<file path="src/rtl/fir_mode_sequencer.sv">
// fir_mode_sequencer
// Sits in front of an external FIR filter whose delay line shifts every clock.
// It passes accepted samples to the filter, or zero bubbles when nothing is
// accepted. It sequences LP/HP mode changes: the delay line is first flushed
// with zeros so that no output ever mixes samples taken in two modes. It also
// tags every filter result with the mode the result was computed in.
module fir_mode_sequencer #(
    parameter int DW   = 16,
    parameter int YW   = 32,
    parameter int TAPS = 4,
    parameter int LAT  = 1
) (
    input  logic                 clk,
    input  logic                 reset_n,
    input  logic                 in_valid,
    input  logic signed [DW-1:0] in_data,
    output logic                 in_ready,
    input  logic                 mode_req_valid,
    input  logic                 mode_req,
    output logic                 mode_req_ready,
    output logic                 mode_ack,
    output logic                 fir_mode,
    output logic signed [DW-1:0] fir_x_in,
    input  logic signed [YW-1:0] fir_y_in,
    output logic                 out_valid,
    output logic signed [YW-1:0] out_data,
    output logic                 out_mode,
    output logic                 busy
);

    // Flush length covers every tap plus the filter pipeline, so the last
    // pre-switch result has left the filter before the mode input changes.
    localparam int             CW        = $clog2(TAPS + LAT + 1);
    localparam logic [CW-1:0]  FLUSH_LEN = CW'(TAPS + LAT);
    localparam logic [CW-1:0]  CNT_ONE   = CW'(1);
    localparam logic [CW-1:0]  CNT_ZERO  = CW'(0);

    typedef enum logic [1:0] {
        ST_RUN    = 2'b00,
        ST_FLUSH  = 2'b01,
        ST_SWITCH = 2'b10
    } state_t;

    state_t                state_r;
    state_t                state_nxt_s;
    logic                  fir_mode_r;
    logic                  pending_mode_r;
    logic [CW-1:0]         flush_cnt_r;
    logic [LAT-1:0]        trk_valid_r;
    logic [LAT-1:0]        trk_mode_r;
    logic                  out_valid_r;
    logic signed [YW-1:0]  out_data_r;
    logic                  out_mode_r;
    logic                  mode_ack_r;

    logic                  run_s;
    logic                  in_ready_s;
    logic                  req_ready_s;
    logic                  busy_s;
    logic                  sample_acc_s;
    logic                  req_acc_s;
    logic                  req_switch_s;
    logic                  req_same_s;
    logic signed [DW-1:0]  fir_x_s;

    // Handshake and filter-input decode; every handshake is forced low while
    // reset is asserted so nothing is accepted by a block held in reset.
    always_comb begin
        run_s        = 1'b0;
        in_ready_s   = 1'b0;
        req_ready_s  = 1'b0;
        busy_s       = 1'b0;
        sample_acc_s = 1'b0;
        req_acc_s    = 1'b0;
        req_switch_s = 1'b0;
        req_same_s   = 1'b0;
        fir_x_s      = {DW{1'b0}};
        if (state_r == ST_RUN) begin
            run_s = 1'b1;
        end else begin
            run_s = 1'b0;
        end
        in_ready_s   = reset_n & run_s;
        req_ready_s  = reset_n & run_s;
        busy_s       = reset_n & ~run_s;
        sample_acc_s = in_valid & in_ready_s;
        req_acc_s    = mode_req_valid & req_ready_s;
        req_switch_s = req_acc_s & (mode_req != fir_mode_r);
        req_same_s   = req_acc_s & (mode_req == fir_mode_r);
        if (sample_acc_s) begin
            fir_x_s = in_data;
        end else begin
            fir_x_s = {DW{1'b0}};
        end
    end

    // Next-state logic: RUN -> FLUSH on a real mode change, FLUSH counts the
    // delay line empty, SWITCH is a single cycle in which the mode flips.
    always_comb begin
        state_nxt_s = state_r;
        case (state_r)
            ST_RUN: begin
                if (req_switch_s) begin
                    state_nxt_s = ST_FLUSH;
                end else begin
                    state_nxt_s = ST_RUN;
                end
            end
            ST_FLUSH: begin
                if (flush_cnt_r <= CNT_ONE) begin
                    state_nxt_s = ST_SWITCH;
                end else begin
                    state_nxt_s = ST_FLUSH;
                end
            end
            ST_SWITCH: begin
                state_nxt_s = ST_RUN;
            end
            default: begin
                state_nxt_s = ST_RUN;
            end
        endcase
    end

    // State register.
    always_ff @(posedge clk or negedge reset_n) begin
        if (!reset_n) begin
            state_r <= ST_RUN;
        end else begin
            state_r <= state_nxt_s;
        end
    end

    // Flush down-counter: loaded when the flush is decided and counted down
    // to one during FLUSH; it never wraps below zero.
    always_ff @(posedge clk or negedge reset_n) begin
        if (!reset_n) begin
            flush_cnt_r <= CNT_ZERO;
        end else if (req_switch_s) begin
            flush_cnt_r <= FLUSH_LEN;
        end else if ((state_r == ST_FLUSH) && (flush_cnt_r != CNT_ZERO)) begin
            flush_cnt_r <= flush_cnt_r - CNT_ONE;
        end else begin
            flush_cnt_r <= flush_cnt_r;
        end
    end

    // Pending mode is captured on the accepting cycle, so the requester may
    // change mode_req afterwards without affecting the switch in progress.
    always_ff @(posedge clk or negedge reset_n) begin
        if (!reset_n) begin
            pending_mode_r <= 1'b0;
        end else if (req_switch_s) begin
            pending_mode_r <= mode_req;
        end else begin
            pending_mode_r <= pending_mode_r;
        end
    end

    // Filter mode only changes at the end of SWITCH, when the delay line is
    // known to hold nothing but zeros.
    always_ff @(posedge clk or negedge reset_n) begin
        if (!reset_n) begin
            fir_mode_r <= 1'b0;
        end else if (state_r == ST_SWITCH) begin
            fir_mode_r <= pending_mode_r;
        end else begin
            fir_mode_r <= fir_mode_r;
        end
    end

    // Acknowledge pulse: after SWITCH, or directly after a request for the
    // mode that is already active.
    always_ff @(posedge clk or negedge reset_n) begin
        if (!reset_n) begin
            mode_ack_r <= 1'b0;
        end else begin
            mode_ack_r <= (state_r == ST_SWITCH) | req_same_s;
        end
    end

    // Result tracker: follows each filter input through the filter latency,
    // recording whether it was a real sample and which mode it met.
    always_ff @(posedge clk or negedge reset_n) begin
        if (!reset_n) begin
            trk_valid_r <= {LAT{1'b0}};
            trk_mode_r  <= {LAT{1'b0}};
        end else begin
            for (int i = LAT - 1; i > 0; i--) begin
                trk_valid_r[i] <= trk_valid_r[i-1];
                trk_mode_r[i]  <= trk_mode_r[i-1];
            end
            trk_valid_r[0] <= sample_acc_s;
            trk_mode_r[0]  <= fir_mode_r;
        end
    end

    // Output stage: captures the filter result belonging to a real sample;
    // bubbles leave out_data untouched.
    always_ff @(posedge clk or negedge reset_n) begin
        if (!reset_n) begin
            out_valid_r <= 1'b0;
            out_data_r  <= {YW{1'b0}};
            out_mode_r  <= 1'b0;
        end else if (trk_valid_r[LAT-1]) begin
            out_valid_r <= 1'b1;
            out_data_r  <= fir_y_in;
            out_mode_r  <= trk_mode_r[LAT-1];
        end else begin
            out_valid_r <= 1'b0;
            out_data_r  <= out_data_r;
            out_mode_r  <= out_mode_r;
        end
    end

    assign in_ready       = in_ready_s;
    assign mode_req_ready = req_ready_s;
    assign busy           = busy_s;
    assign fir_x_in       = fir_x_s;
    assign fir_mode       = fir_mode_r;
    assign mode_ack       = mode_ack_r;
    assign out_valid      = out_valid_r;
    assign out_data       = out_data_r;
    assign out_mode       = out_mode_r;

endmodule

</file>
<file path="config.mk">
export PLATFORM = sky130hd
export DESIGN_NAME = fir_mode_sequencer
export DESIGN_NICKNAME = d
export VERILOG_FILES = /design/src/rtl/fir_mode_sequencer.sv
export SDC_FILE = /design/constraint.sdc
export NUM_CORES = 1
export LEC_CHECK = 0
export ABC_AREA = 1
export BUFFER_PORTS_ARGS = -buffer_cell sky130_fd_sc_hd__buf_2
export CORE_ASPECT_RATIO = 0.6
export CORE_MARGIN = 10
export CORE_UTILIZATION = 30
export CTS_CLUSTER_DIAMETER = 60
export DETAILED_ROUTE_END_ITERATION = 12
export PLACE_DENSITY = 0.56
export SLEW_MARGIN = 15
export SYNTH_ARGS = -nofsm -noshare
export SYNTH_HDL_FRONTEND = slang
export SYNTH_SLANG_ARGS = --single-unit
</file>
<file path="constraint.sdc">
create_clock -name clk -period 3 [get_ports clk]
set_input_delay 0.3 -clock clk [delete_from_list [all_inputs] [get_ports clk]]
set_output_delay 0.3 -clock clk [all_outputs]
set_load 0.005 [all_outputs]
</file>
==> impl_metrics.toml <==
[placed_design]
place_area_um2 = 2507
io_buffers = 107
hpwl_um = 3978
finalWeightedCongestion = 0.7892

[critical_path]
endpoint_kind = "output port"
critical_path_arrival_ns = 1.45
worstSetupStartpoint = "state_r[1]"
crit_fanout = 17
start_kind = "register"
reg2reg_from = "trk_valid_r"
worstSetupPathType = "reg2out"
crit_required_ns = 2.70

[synthesis]
synth.distinct_cells = 17
synth-simple-area-share_pct = 11.43
muxShareOfSynthArea_pct = 19.63
synth-xor-area-share_pct = 0
synth_top_family_by_area = "multiplexers"
ys_seq_area_share_pct = 58.16
syn_nets = 222
syn_area_um2 = 1893
yosysWarnings = 0
syn_area_per_cell_um2 = 11.40
ys_seq_elements = 44
synthCells = 166
synth-compound-area-share_pct = 1.454
synth_fa_ha_area_share_pct = 1.983

[pwr]
vdd_ir_drop_max_uv = 269.7
p_comb_share_pct = 36.4
switchingPower_uw = 726.4
leakage_uw = 0.001443
swShare_pct = 31.75
cellPowerDensity_nw_per_um2 = 872.5
p_int_uw = 1562
p_seq_share_pct = 43.7
clockPowerShare_pct = 19.8

[clock_network]
cts_buffer_depth = 2
holdBufCountCts = 0
path_clk_slew_ns = 0.08
ctsResizeCount = 0
clk_latency_ns = 0.29
post_cts_buffers = 0
clock-root-buffer = "clkbuf_8"
h-tree-depth = 2
cts_tree = "yes"
cts.sinks = 44
numCtsBuffers = 5

[timing]
grt_setup_unrepaired = "false"
max_slew_margin_pct = 63.07
clock_skew_ns = 0.002191
max_freq_ghz = 0.5727
setup_violations = 0
final_hold_viol_count = 0
maxSlewViolCount = 0
fin_crit_ns = 1.746
tightest_slew_ns = 0.5539
finalSetupTns_ns = 0
period_share_pct = 58.20

[layout]
nNetsFinal = 332
antenna_cells = 0
layout-drive-gt1-share_pct = 54.87
largest_reg_flops = 32
syn_to_final_growth_pct = 38.53
fin_util_pct = 42.92
final_cell_area_um2 = 2623
fillers = 602

[grt]
grt_max_degree = 46
grt_usage_pct = 9.450
grt-ovfl-total = 0
grt_pass1_wl_um = 7665
antenna_found_initial = 0
first_global_vias = 1588

[detailed_routing]
vias = 1460
drt_iter0_markers = 57
ant_nets = 0
firstDrtPassIters = 4
routed_via_density = 4.044
routedWlPerCell_um = 13.49
wl_um = 4871
drc = 0

[floorplanning]
die_w_um = 122.6
coreArea_um2 = 6111
rows = 22
ioPinCount = 108
die_area_um2 = 9992
fp.dieH_um = 81.53
start_util_pct = 30.98

[status]
status = "complete, no violations"

[worst_hold_path]
hold_path_class = "in2async"

[flow_run]
drv_cap = 0
path summary, 6_finish.rpt:
| check | end | slack, ns | depth (start not counted) |
|---|---|---|---|
| max in group asynchronous | out_data[4] | 2.53 | 2 |
| min in group clk | out_data[1] | 0.24 | 2 |
| worst min register to register | out_mode | 0.49 | 1 |
| worst max-delay path | fir_x_in[13] | 1.25 | 4 |
| worst max register to register | out_data[17] | 1.75 | 2 |
| worst min-delay path | out_data[15] | 0.10 | 2 |
metrics by stage:
stage | worst slack [ns] | hold WS (ns) | cells | total power [µW]
2_1_floorplan | 1.625 | 0.004409 | 166 | 1457
3_3_place_gp | 1.576 | 0.4252 | 353 | 1855
3_5_place_dp | 1.524 | 0.4309 | 353 | 1875
4_1_cts | 1.219 | 0.1026 | 361 | 2337
5_1_grt | 1.097 | 0.1425 | 361 | 2494
6_report | 1.254 | 0.1034 | 361 | 2288
cell families after synthesis:
| group | Yosys count |
|---|---|
| and+or+nand+nor | 49 |
| DFF | 44 |
| adders and majority gates | 3 |
| muxes | 33 |
| buffers and inverters | 32 |
| AOI/OAI and AO/OA | 5 |
routing by layer:
metal	routed length (µm)	GRT usage (%)
met1	2128	11.15
met2	2239	15.36
met3	491	4.658
met4	11	2.108
met5	0	0
power groups by stage:
stage                     combinational, µW  clock (µW)  sequential, µW
after floorplan                         425           0            1030
after global placement                  839           0            1020
after detailed placement                859           0            1020
after CTS                               860         472            1000
after global routing                    946         501            1050
final                                   833         454            1000
cells in the mapped netlist:
cell type | count | share of area (%)
o21ai_0 | 3 | 0.79
mux2_2 | 33 | 20
buf_2 | 4 | 1.1
nand2_4 | 1 | 0.59
inv_1 | 26 | 5.2
dfrtp_1 | 44 | 58
ha_1 | 3 | 2.0
o21bai_1 | 1 | 0.40
a21oi_1 | 1 | 0.26
clkbuf_8 | 1 | 0.73
nand2_1 | 17 | 3.4
nor3_1 | 1 | 0.26
nor3_4 | 1 | 0.86
nand4_1 | 1 | 0.33
buf_4 | 1 | 0.40
nor2_1 | 21 | 4.2
nand3_1 | 7 | 1.9
worst max-delay path: stages, from the launching register on:
cell and delay (ns):
dfrtp_1 0.45, nor3_4 0.29, nand2_4 0.17, nor2_1 0.12
buf_2 0.12
cell usage in the layout, fill, tap and decap left out, drive strengths merged, types with 2 or more instances in the layout:
cell    Yosys  layout
nor2       21      21
clkbuf      1       5
ha          3       3
nor3        2       2
buf         5     109
inv        26      27
dfrtp      44      44
o21ai       3       3
nand2      18      18
mux2       33      33
nand3       7       7
final cells by class:
class | count | area (µm²) | share of cell area (%)
tap | 84 | 105.1 | 4.008
sequential | 44 | 1101 | 41.98
multi-input combinational | 90 | 653.1 | 24.90
clock inverter | 3 | 46.29 | 1.765
inverter | 26 | 97.59 | 3.721
timing repair buffer | 109 | 550.5 | 20.99
clock buffer | 5 | 68.82 | 2.624
No activity file was read; power rests on OpenSTA's default activity.
